### config.mk
export PLATFORM = sky130hd
export DESIGN_NAME = heartbeat_monitor_multi
export DESIGN_NICKNAME = d
export VERILOG_FILES = /design/src/rtl/heartbeat_monitor_multi.sv
export SDC_FILE = /design/constraint.sdc
export NUM_CORES = 1
export LEC_CHECK = 0
export BUFFER_PORTS_ARGS = -buffer_cell sky130_fd_sc_hd__buf_2
export CAP_MARGIN = 30
export CORE_MARGIN = 2
export CORE_UTILIZATION = 45
export CTS_CLUSTER_SIZE = 10
export DETAILED_ROUTE_END_ITERATION = 12
export PLACE_DENSITY = 0.68
export SYNTH_ARGS = -nofsm -noshare
export SYNTH_HDL_FRONTEND = slang
export SYNTH_SLANG_ARGS = --single-unit
### constraint.sdc
create_clock -name nocclk -period 3.9 [get_ports nocclk]
set_input_delay 0.39 -clock nocclk [delete_from_list [all_inputs] [get_ports nocclk]]
set_output_delay 0.39 -clock nocclk [all_outputs]
set_load 0.005 [all_outputs]
### src/rtl/heartbeat_monitor_multi.sv
// Per-neighbour heartbeat monitor: per-channel request timers and miss counters,
// with due requests issued round-robin through a single registered valid/ready slot.
module heartbeat_monitor_multi #(
  parameter int NUM_NEIGHBORS               = 4,
  parameter int NODE_ID_WIDTH               = 8,
  parameter int MAX_HEARTBEAT_REQUEST_TIMER = 1000,
  parameter int MAX_MISS                    = 3
) (
  input  logic                                     nocclk,
  input  logic                                     rst_n,
  input  logic                                     in_enable,
  input  logic [NUM_NEIGHBORS-1:0]                 in_neighbor_valid,
  input  logic [NUM_NEIGHBORS*NODE_ID_WIDTH-1:0]   in_neighbor_node_id,
  input  logic                                     in_incoming_flit_valid,
  input  logic [NODE_ID_WIDTH-1:0]                 in_incoming_flit_node_id,
  output logic                                     out_request_valid,
  input  logic                                     in_request_ready,
  output logic [NODE_ID_WIDTH-1:0]                 out_request_node_id,
  output logic [$clog2(NUM_NEIGHBORS)-1:0]         out_request_index,
  output logic [NUM_NEIGHBORS-1:0]                 out_neighbor_alive,
  output logic [NUM_NEIGHBORS-1:0]                 out_timeout_pulse
);

  localparam int N  = NUM_NEIGHBORS;
  localparam int W  = NODE_ID_WIDTH;
  localparam int TW = $clog2(MAX_HEARTBEAT_REQUEST_TIMER);
  localparam int MW = $clog2(MAX_MISS + 1);
  localparam int IW = $clog2(NUM_NEIGHBORS);

  logic [TW-1:0] timer [N];
  logic [MW-1:0] miss  [N];
  logic [N-1:0]  pending;
  logic [N-1:0]  valid_q;
  logic [N-1:0]  match;
  logic [N-1:0]  expire;
  logic [N-1:0]  miss_full;
  logic [N-1:0]  cand;
  logic [IW-1:0] rr_ptr;
  logic [IW-1:0] sel_idx;
  logic [W-1:0]  sel_id;
  logic          sel_found;
  logic          xfer;
  logic          drop;
  logic          slot_free;
  logic          load;

  always_comb begin
    match     = '0;
    expire    = '0;
    miss_full = '0;
    for (int unsigned i = 0; i < N; i++) begin
      match[i]     = in_incoming_flit_valid & in_neighbor_valid[i] &
                     (in_incoming_flit_node_id == in_neighbor_node_id[i*W +: W]);
      miss_full[i] = (miss[i] == MW'(MAX_MISS));
      expire[i]    = in_enable & in_neighbor_valid[i] & ~match[i] &
                     (timer[i] == TW'(MAX_HEARTBEAT_REQUEST_TIMER - 1));
    end
  end

  // A drop of the offered channel empties the slot and is never a transfer.
  assign drop      = out_request_valid & ~in_neighbor_valid[out_request_index];
  assign xfer      = out_request_valid & in_request_ready & ~drop;
  assign slot_free = ~out_request_valid | xfer | drop;
  assign cand      = pending & in_neighbor_valid;
  assign load      = slot_free & in_enable & sel_found;

  // Round-robin pick: smallest distance past rr_ptr wins.
  always_comb begin : rr_select
    int unsigned best_d;
    int unsigned d;
    best_d    = N;
    d         = 0;
    sel_found = 1'b0;
    sel_idx   = '0;
    sel_id    = '0;
    for (int unsigned i = 0; i < N; i++) begin
      d = (i + N - 1 - 32'(rr_ptr)) % N;
      if (cand[i] && d < best_d) begin
        best_d    = d;
        sel_found = 1'b1;
        sel_idx   = IW'(i);
        sel_id    = in_neighbor_node_id[i*W +: W];
      end
    end
  end

  always_ff @(posedge nocclk or negedge rst_n) begin
    if (!rst_n) begin
      for (int unsigned i = 0; i < N; i++) begin
        timer[i] <= '0;
        miss[i]  <= '0;
      end
      pending             <= '0;
      valid_q             <= '0;
      out_neighbor_alive  <= '0;
      out_timeout_pulse   <= '0;
      out_request_valid   <= 1'b0;
      out_request_node_id <= '0;
      out_request_index   <= '0;
      rr_ptr              <= IW'(N - 1);
    end else begin
      valid_q <= in_neighbor_valid;
      for (int unsigned i = 0; i < N; i++) begin
        out_timeout_pulse[i] <= 1'b0;
        if (!in_neighbor_valid[i]) begin
          timer[i]              <= '0;
          miss[i]               <= '0;
          pending[i]            <= 1'b0;
          out_neighbor_alive[i] <= 1'b0;
        end else begin
          if (!valid_q[i])
            out_neighbor_alive[i] <= 1'b1;
          if (expire[i] && !miss_full[i])
            pending[i] <= 1'b1;
          else if (load && sel_idx == IW'(i))
            pending[i] <= 1'b0;
          if (match[i]) begin
            timer[i]              <= '0;
            miss[i]               <= '0;
            out_neighbor_alive[i] <= 1'b1;
          end else begin
            if (in_enable)
              timer[i] <= expire[i] ? '0 : timer[i] + TW'(1);
            if (expire[i] && miss_full[i]) begin
              out_neighbor_alive[i] <= 1'b0;
              out_timeout_pulse[i]  <= 1'b1;
              miss[i]               <= '0;
            end else if (xfer && out_request_index == IW'(i) && !miss_full[i]) begin
              miss[i] <= miss[i] + MW'(1);
            end
          end
        end
      end
      if (load) begin
        out_request_valid   <= 1'b1;
        out_request_node_id <= sel_id;
        out_request_index   <= sel_idx;
        rr_ptr              <= sel_idx;
      end else if (slot_free) begin
        out_request_valid <= 1'b0;
      end
    end
  end

endmodule
==> impl_metrics.py <==
metrics = {
    "critical_path": {
        "crit_chain": "xor2_2 > ha_1 > a21oi_2 > o21ai_2 > nand2_1 > o21ai_1 > ha_1 > a21oi_1 > o221ai_2 > mux2_2 > ha_1 > nor2_1 > o2111ai_1 > o211ai_2 > buf_4 > nor2_1 > a22oi_1",
        "worst_path_most_repeated_cell": "ha_1",
        "slowest_stage": "dfstp_2",
        "worst-path-buf-inv": 1,
        "cp.arrival_ns": 4.03,
        "startpoint_type": "flip-flop",
        "end_kind": "flip-flop",
        "path_max_fanout": 9,
        "crit_cells": 17,
        "r2r-start": "rr_ptr[1]$_DFFE_PN1P_",
        "crit_family": "compound AO/OA/AOI/OAI gates",
        "r2r-end": "rr_ptr[1]$_DFFE_PN1P_",
        "rrSetupSlack_ns": 0.14,
        "crit_required_ns": 4.17,
        "r2r_cells": 17,
        "crit_type": "reg2reg",
        "max_stage_delay_ns": 0.56,
    },
    "logic_synthesis": {
        "synthMuxAreaShare_pct": 3.660,
        "synth_fp_nets": 591,
        "synth_edf_count": 0,
        "synth_cells": 531,
        "synth-simple-area-share_pct": 23.99,
        "synth_top_area_share_pct": 38.94,
        "synth_warnings": 0,
        "synth_common_cells": "dfrtp_1 (75), nand2_1 (55), nand3_1 (40), nor2_1 (40), xor2_1 (29)",
        "synth_ff_type": "dfrtp_1",
        "yosys.cell_types.count": 63,
        "synth_adder_area_share_pct": 2.856,
        "ys_async_sr_fraction_pct": 100.0,
        "yosys-top-cells-area": "dfrtp_1 (39%), xor2_1 (5.3%), nand2_1 (4.3%), nand3_1 (4.2%), nor2_1 (3.1%)",
        "synth_top_area_cell": "dfrtp_1",
        "syn_avg_cell_area_sq_um": 9.077,
        "ys_seq_area_share_pct": 40.03,
        "yosysMostFrequentCell": "dfrtp_1",
        "synth_xor_area_share_pct": 8.359,
        "ys_seq_elements": 77,
        "synth_top_family_by_area": "simple AND/OR/NAND/NOR gates",
        "synth_area_sq_um": 4820,
        "synth_compound_area_share_pct": 17.21,
    },
    "sta": {
        "slew_headroom_pct": 42.12,
        "tightest_slew_ns": 0.8655,
        "postLayoutSetupSlackWorst_ns": 0.1418,
        "rsz0062_at_grt": "true",
        "clock.fmax_mhz": 266.1,
        "finalHoldViolations": 0,
        "setup_viol": 0,
        "period_minus_slack_ns": 3.758,
        "finalCritPeriodShare_pct": 96.36,
        "clock_skew_ns": 0.01072,
        "tns_ns": 0,
        "slew_violations": 0,
    },
    "finish": {
        "multi_input_area_sq_um": 2744,
        "fin_cells": 748,
        "fin_area_sq_um": 5632,
        "seq_area_sq_um": 1929,
        "layout-drive-gt1-share_pct": 21.41,
        "nFillCells": 955,
        "area_growth_pct": 16.85,
        "nNetsFinal": 668,
        "diodes": 0,
    },
    "clock_tree": {
        "numClockSinks": 77,
        "cts_tree": "built",
        "cts.clk_slew.worst_paths_ns": 0.08,
        "insertion_delay_ns": 0.35,
        "clock_path_buffers": 2,
        "cts_buffers": 9,
        "cts_max_level": 3,
        "cts-root-buf": "clkbuf_8",
    },
    "routing": {
        "drt-total-wl_mm": 12.38,
        "drc": 0,
        "drt_first_pass_iters": 5,
        "routedWlPerCell_um": 16.55,
        "drt_iter0_markers": 304,
        "vias": 4358,
        "ant_nets": 0,
        "avgViaCountPerCell": 5.826,
    },
    "min_path": {
        "hold_depth": 1,
        "whs_endpoint": "valid_q[3]$_DFF_PN0_",
        "hold_path.class": "in2reg",
        "min-delay-start": "in_neighbor_valid[3]",
    },
    "place": {
        "dp_hpwl_mm": 8.937,
        "pre_cts_ws_ns": -0.05821,
        "portBuffers": 67,
        "place.gp.congestion": 0.8566,
        "placed_cells": 728,
        "dpl_cell_area_sq_um": 5361,
    },
    "power": {
        "leakagePower_nw": 2.590,
        "vdd_drop_max_mv": 0.1778,
        "p_per_area_nw_per_um2": 293.5,
        "finalPower_mw": 1.653,
    },
    "outcome": {
        "status": "complete, no violations",
    },
    "global_route": {
        "grt_use_total_pct": 21.91,
        "grt_overflow": 0,
        "grt_pass1_vias": 4131,
        "grt_max_degree": 50,
        "antenna_found_initial": 0,
        "grt_pass1_wl_mm": 20.02,
    },
    "floorplanning": {
        "core-area_sq_um": 10370,
        "dieArea_sq_um": 11550,
        "boundaryPins": 68,
        "fp.dieH_um": 107.5,
        "chipWidth_um": 107.5,
        "row_count": 37,
        "start_util_pct": 46.48,
    },
    "job": {
        "max_cap_violations": 0,
    },
}
-- metrics by stage --
stage | hold slack, ns | util, %
CTS | 0.2125 | 53.81
finish | 0.2376 | 54.31
global route | 0.2197 | 54.31
global placement | 0.4852 | 51.44
detailed placement | 0.3479 | 51.70
floorplan | 0.09441 | -
-- kinds of logic (layout without fill, tap and decap cells) --
group                    after synthesis  in the layout
XOR/XNOR                              46             46
multiplexers                          16             16
AND/OR/NAND/NOR                      226            226
flip-flops                            77             77
buffers and inverters                 44            125
adder cells (fa/ha/maj)               11             11
AO/OA/AOI/OAI                        111            111
-- flip-flops by register name, indices dropped and copies added, names as in the netlist --
register / count
miss: 8
out_neighbor_alive: 4
out_request_index: 2
out_request_node_id: 8
out_request_valid: 1
out_timeout_pulse: 4
pending: 4
rr_ptr: 2
timer: 40
valid_q: 4
-- worst max-delay path by stage --
| stage | to | start | slack (ns) |
|---|---|---|---|
| 6_report | rr_ptr[1]$_DFFE_PN1P_ | rr_ptr[1]$_DFFE_PN1P_ | 0.14 |
| 5_1_grt | rr_ptr[1]$_DFFE_PN1P_ | rr_ptr[1]$_DFFE_PN1P_ | -0.03 |
| 4_1_cts | pending[1]$_DFFE_PN0P_ | rr_ptr[0]$_DFFE_PN1P_ | 0.05 |
| 3_5_place_dp | pending[1]$_DFFE_PN0P_ | rr_ptr[0]$_DFFE_PN1P_ | -0.06 |
| 3_3_place_gp | out_request_index[0]$_DFFE_PN0P_ | rr_ptr[0]$_DFFE_PN1P_ | 0.14 |
| 2_1_floorplan | out_request_index[0]$_DFFE_PN0P_ | in_neighbor_valid[0] | 0.004 |
-- placed cells by master (no fill, tap or decap), types with 9 or more instances in the layout --
cell type,Yosys,layout
ha_1,11,11
and3_1,9,9
xnor2_1,17,17
and2_1,9,9
nand2_1,55,55
a21oi_1,21,20
inv_1,25,25
nor3_1,21,21
clkbuf_8,0,11
o211ai_1,12,12
mux2i_1,12,12
o21ai_0,24,23
xor2_1,29,28
dfrtp_1,75,75
nor2_1,40,39
nand4_1,13,13
nand3_1,40,40
buf_4,1,17
buf_2,3,66
-- final cells by class --
cell class | instances | share of cell area [%]
multi-input combinational | 410 | 48.72
clock buffer | 11 | 2.688
inverter | 25 | 1.666
sequential | 77 | 34.26
tap | 136 | 3.022
timing repair buffer | 85 | 8.798
clock inverter | 4 | 0.8443
-- what timing repair did --
item / in CTS / in global routing
setup buffers: 0 / 4
endpoints found under the hold margin: 28 / 0
hold buffers: 1 / 0
pin swaps: 0 / 3
gates resized for setup: 3 / 4
setup endpoints to repair: 14 / 15
cloned: 0 / 0
-- power breakdown --
| group | switching, mW | leakage, nW | internal [mW] |
|---|---|---|---|
| clock network | 0.294 | 0.101 | 0.325 |
| registers | 0.0139 | 1.04 | 0.813 |
| logic | 0.127 | 1.45 | 0.0793 |
-- routing by layer --
layer | up-vias | GRT usage, % | part of all wire [%]
li1 | 2086 | - | -
met1 | 2106 | 27.32 | 44
met2 | 143 | 36.25 | 47
met3 | 23 | 5.993 | 6.7
met4 | 0 | 8.059 | 2.2
met5 | - | 0 | 0
Note: power is estimated with default switching activity, not from simulation.
